<file path="src/rtl/vec_player.sv">
// vec_player: on-chip vector replay. Each stored vector's stimulus field is
// driven to a downstream DUT. The DUT response is sampled LAT cycles later
// and compared with the vector's expected-response field. The block counts
// mismatches and reports pass/fail when the run finishes.
module vec_player #(
  parameter int STIM_W = 15,
  parameter int RESP_W = 10,
  parameter int DEPTH  = 10,
  parameter int ADDR_W = 4,
  parameter int LAT    = 1
) (
  input  logic                     clk,
  input  logic                     rst,
  input  logic                     ld_en,
  input  logic [ADDR_W-1:0]        ld_addr,
  input  logic [STIM_W+RESP_W-1:0] ld_data,
  input  logic                     start,
  input  logic [ADDR_W:0]          num_vec,
  input  logic [RESP_W-1:0]        dut_resp,
  output logic [STIM_W-1:0]        stim_out,
  output logic                     stim_valid,
  output logic                     busy,
  output logic                     done,
  output logic                     pass,
  output logic                     mismatch,
  output logic [ADDR_W-1:0]        vec_idx,
  output logic [15:0]              err_cnt,
  output logic [ADDR_W-1:0]        first_err_idx
);

  localparam int VEC_W = STIM_W + RESP_W;
  localparam int CNT_W = (LAT > 1) ? $clog2(LAT) : 1;
  localparam logic [CNT_W-1:0] WAIT_LAST = CNT_W'((LAT > 1) ? (LAT - 2) : 0);
  localparam logic [ADDR_W:0]  DEPTH_N   = (ADDR_W + 1)'(DEPTH);

  localparam logic [2:0] S_IDLE  = 3'd0;
  localparam logic [2:0] S_DRIVE = 3'd1;
  localparam logic [2:0] S_WAIT  = 3'd2;
  localparam logic [2:0] S_CHECK = 3'd3;
  localparam logic [2:0] S_DONE  = 3'd4;

  logic [VEC_W-1:0]  mem [DEPTH];
  logic [2:0]        state;
  logic [ADDR_W:0]   n_run;
  logic [CNT_W-1:0]  wait_cnt;
  logic              idle;
  logic              accept;
  logic              resp_ok;
  logic              last;
  logic [VEC_W-1:0]  cur_vec;
  logic [ADDR_W:0]   n_clamp;

  assign idle       = (state == S_IDLE) || (state == S_DONE);
  assign accept     = idle && start && (num_vec != '0);
  assign n_clamp    = (num_vec > DEPTH_N) ? DEPTH_N : num_vec;
  assign cur_vec    = mem[vec_idx];
  assign resp_ok    = (dut_resp == cur_vec[RESP_W-1:0]);
  assign last       = ({1'b0, vec_idx} == (n_run - 1'b1));

  assign busy       = (state == S_DRIVE) || (state == S_WAIT) || (state == S_CHECK);
  assign stim_valid = (state == S_DRIVE);
  assign mismatch   = (state == S_CHECK) && !resp_ok;

  // Vector memory write port; only open while no run is in progress, never cleared.
  always_ff @(posedge clk) begin
    if (ld_en && idle && ({1'b0, ld_addr} < DEPTH_N)) begin
      mem[ld_addr] <= ld_data;
    end
  end

  // Run sequencer: drive, wait out the DUT latency, check, advance.
  always_ff @(posedge clk) begin
    if (rst) begin
      state         <= S_IDLE;
      n_run         <= '0;
      wait_cnt      <= '0;
      stim_out      <= '0;
      done          <= 1'b0;
      pass          <= 1'b0;
      vec_idx       <= '0;
      err_cnt       <= '0;
      first_err_idx <= '0;
    end else begin
      case (state)
        S_IDLE, S_DONE: begin
          if (accept) begin
            n_run         <= n_clamp;
            err_cnt       <= '0;
            first_err_idx <= '0;
            vec_idx       <= '0;
            done          <= 1'b0;
            pass          <= 1'b0;
            state         <= S_DRIVE;
          end
        end
        S_DRIVE: begin
          stim_out <= cur_vec[VEC_W-1:RESP_W];
          wait_cnt <= '0;
          state    <= (LAT > 1) ? S_WAIT : S_CHECK;
        end
        S_WAIT: begin
          if (wait_cnt == WAIT_LAST) begin
            state <= S_CHECK;
          end else begin
            wait_cnt <= wait_cnt + 1'b1;
          end
        end
        S_CHECK: begin
          if (!resp_ok) begin
            if (err_cnt != '1) begin
              err_cnt <= err_cnt + 16'd1;
            end
            // err_cnt never wraps back to zero, so zero marks "no error yet this run".
            if (err_cnt == '0) begin
              first_err_idx <= vec_idx;
            end
          end
          if (last) begin
            done  <= 1'b1;
            pass  <= resp_ok && (err_cnt == '0);
            state <= S_DONE;
          end else begin
            vec_idx <= vec_idx + 1'b1;
            state   <= S_DRIVE;
          end
        end
        default: state <= S_IDLE;
      endcase
    end
  end

endmodule

</file>
<file path="config.mk">
export PLATFORM = sky130hd
export DESIGN_NAME = vec_player
export DESIGN_NICKNAME = d
export VERILOG_FILES = /design/src/rtl/vec_player.sv
export SDC_FILE = /design/constraint.sdc
export NUM_CORES = 1
export LEC_CHECK = 0
export BUFFER_PORTS_ARGS = -buffer_cell sky130_fd_sc_hd__clkbuf_2
export CAP_MARGIN = 20
export CORE_UTILIZATION = 60
export DETAILED_ROUTE_END_ITERATION = 8
export GPL_TIMING_DRIVEN = 0
export PLACE_DENSITY_LB_ADDON = 0.3
export SLEW_MARGIN = 20
export SYNTH_ARGS = -nofsm -noshare
export SYNTH_HDL_FRONTEND = slang
export SYNTH_SLANG_ARGS = --single-unit
</file>
<file path="constraint.sdc">
create_clock -name clk -period 6.3 [get_ports clk]
set_input_delay 1.89 -clock clk [delete_from_list [all_inputs] [get_ports clk]]
set_output_delay 1.89 -clock clk [all_outputs]
set_load 0.03 [all_outputs]
</file>
==> impl_metrics.json <==
{
  "clkSinkCount": 303,
  "numCtsBuffers": 29,
  "whs_ns": 0.465,
  "async_flop_share_pct": 0,
  "clkTransAtPathRegs_ns": 0.06,
  "irDropWorstVdd_uv": 210,
  "crit_fanout": 7,
  "ios": 92,
  "cts.repair.resized": 0,
  "track_usage_pct": 27.4,
  "slew_viol_final": 0,
  "firstDrtPassIters": 5,
  "yosys_warnings": 0,
  "antenna_found_initial": 0,
  "max-cap-violations": 0,
  "start_util_pct": 61.8,
  "drt-initial-drc-count": 753,
  "clockBufferDepth": 3,
  "hold_viol": 0,
  "worst_hold_path_type": "reg2reg",
  "fp.dieArea_um2": 20700,
  "yosysSeqAreaShare_pct": 70.8,
  "synthesis.area_um2": 12100,
  "port_buffers": 91,
  "layout-drive-gt1-share_pct": 26.6,
  "post_cts_buffers": 0,
  "post-route-period-util_pct": 85.6,
  "synth_top_area_share_pct": 62.0,
  "rsz0062_at_grt": "false",
  "met1_length_um": 10700,
  "drc_errors": 0,
  "areaGrowthSynthToFinish_pct": 17.0,
  "p_leak_nw": 4.85,
  "wl_met2_um": 13600,
  "tritoncts": "built",
  "critPathKind": "in2out",
  "worst_setup_path_start_kind": "primary input",
  "grt-ovfl-total": 0,
  "wl_per_cell_um": 23.7,
  "status": "finished clean",
  "fin_nets": 914,
  "clk_latency_ns": 0.54,
  "ys_types": 52,
  "globalplace.congestion": 0.871,
  "ctsHoldBuffers": 0,
  "fin_util_pct": 72.3,
  "synthFlopType": "edfxtp_1",
  "cellPowerDensity_nw_per_um2": 304,
  "fmax_ghz": 0.185,
  "final.setup.tns_ns": 0,
  "vias": 7223,
  "crit_path_end_kind": "output port",
  "clock-root-buffer": "clkbuf_16",
  "finalCriticalPeriod_ns": 5.39,
  "tightest_slew_ns": 0.879,
  "yosysTopAreaCell": "edfxtp_1",
  "htreeDepth": 1,
  "synth_cells": 715,
  "die_width_um": 144,
  "setup_viol": 0,
  "relSlewSlack_pct": 40.9,
  "grt_max_degree": 18,
  "syn-num-nets": 767,
  "clock-skew-final_ns": 0.0203,
  "antenna_cells": 0,
  "crit_arrival_ns": 3.50,
  "routed-wl-met3_um": 2150,
  "synth_edf_count": 250,
  "rows": 51,
  "grt_pass1_vias": 7266,
  "grt_pass1_wl_um": 41100,
  "synth-seq-cells": 303,
  "post_synth.cell_area_avg_um2": 16.9,
  "die_y_um": 144,
  "placeableCoreArea_um2": 19600,
  "power.total_mw": 4.30,
  "drt.antenna.violating_nets": 0,
  "required_ns": 4.41,
  "synthTopCellsByArea": "edfxtp_1 62%, dfxtp_1 8.8%, mux4_2 8.2%, mux2i_1 2.8%, a211oi_1 2.0%",
  "dp_hpwl_um": 18000,
  "wl_um": 27300,
  "maxUsedRoutingLayer": "met4",
  "viasPerCell": 6.29
}
synthesized netlist by cell type (all sizes together) (5+ instances only):
| library cell | instances |
|---|---|
| edfxtp | 250 |
| clkbuf | 19 |
| nand2 | 18 |
| nor2 | 45 |
| xor2 | 15 |
| mux4 | 50 |
| dfxtp | 53 |
| a221o | 9 |
| inv | 8 |
| a211oi | 33 |
| nor4 | 7 |
| nand4 | 9 |
| buf | 13 |
| a21oi | 24 |
| nand2b | 9 |
| nor3 | 8 |
| mux2i | 34 |
| o21ai | 8 |
| nand3 | 15 |
| and2 | 5 |
| and3 | 16 |
| xnor2 | 11 |
| nor2b | 17 |
sequential cells by signal, summed over array words and instances, names as in the netlist, 3 cells and up, named ones only:
signal,cells
mem,250
err_cnt,16
stim_out,15
n_run,5
first_err_idx,4
vec_idx,4
state,3
per-layer routing:
layer / vias to the layer above / track usage, %
met5: - / 0
met4: 0 / 9.91
met3: 55 / 4.44
met2: 373 / 46.4
met1: 3648 / 36.2
li1: 3147 / -
critical path, stage by stage:
cell and delay, ns:
clkbuf_2 0.11, xnor2_1 0.14, nor4_1 0.41, nand4_1 0.26
and2_4 0.25, nor2_4 0.17, nor2_1 0.08, clkbuf_2 0.19
cells by family after synthesis:
kind of cell,share of synthesized area (%)
muxes,12.6
and+or+nand+nor,6.90
DFF,70.8
xor gates and xnor gates,1.88
AOI/OAI and AO/OA,5.67
adders and majority gates,0.413
buffers and inverters,1.74
power by group:
group	leakage [nW]	internal [mW]	switching [mW]	total, mW
clock	0.461	1.00	0.716	1.72
sequential	2.68	2.21	0.0196	2.23
combinational	1.71	0.130	0.229	0.359
total	4.85	3.34	0.965	4.30
placed cells by master (no fill, tap or decap), drive strengths merged, types with 3 or more instances in the layout:
| master | Yosys | routed |
|---|---|---|
| edfxtp | 250 | 250 |
| clkbuf | 19 | 151 |
| dfxtp | 53 | 53 |
| mux4 | 50 | 50 |
| nor2 | 45 | 45 |
| buf | 13 | 38 |
| mux2i | 34 | 34 |
| a211oi | 33 | 33 |
| a21oi | 24 | 24 |
| nand2 | 18 | 18 |
| nor2b | 17 | 17 |
| and3 | 16 | 16 |
| nand3 | 15 | 15 |
| xor2 | 15 | 15 |
| xnor2 | 11 | 11 |
| inv | 8 | 10 |
| nand2b | 9 | 9 |
| nand4 | 9 | 9 |
| a221o | 9 | 9 |
| o21ai | 8 | 8 |
| nor3 | 8 | 8 |
| nor4 | 7 | 7 |
| and2 | 5 | 5 |
| clkinv | 0 | 5 |
| a211o | 4 | 4 |
| ha | 4 | 4 |
| or2 | 3 | 3 |
| nor3b | 3 | 3 |
| mux2 | 3 | 3 |
cell type report:
class,count,area [um2]
Inverter,8,30.0
Tap cell,265,332
Sequential cell,303,8570
Timing Repair Buffer,116,721
Buffer,32,180
Clock buffer,41,832
Multi-Input combinational cell,372,3390
Fill cell,1196,5420
Clock inverter,11,114
worst paths after layout:
path	start	end	slack, ns	cells past startpoint
setup / recovery	dut_resp[7]	mismatch	0.91	8
hold / removal	done	done	0.47	2
setup reg to reg	flop	err_cnt[14]	3.11	11
hold reg to reg	done	done	0.47	2
per-stage QoR:
| step | area (um2) | cells | setup WS, ns |
|---|---|---|---|
| floorplan | 12100 | 715 | 1.37 |
| global placement | 12900 | 1071 | -1.10 |
| detailed placement | 13200 | 1096 | 0.972 |
| CTS | 14200 | 1148 | 0.935 |
| global route | 14200 | 1148 | 0.866 |
| finish | 14200 | 1148 | 0.906 |
Power figures use the tool's default switching activity.
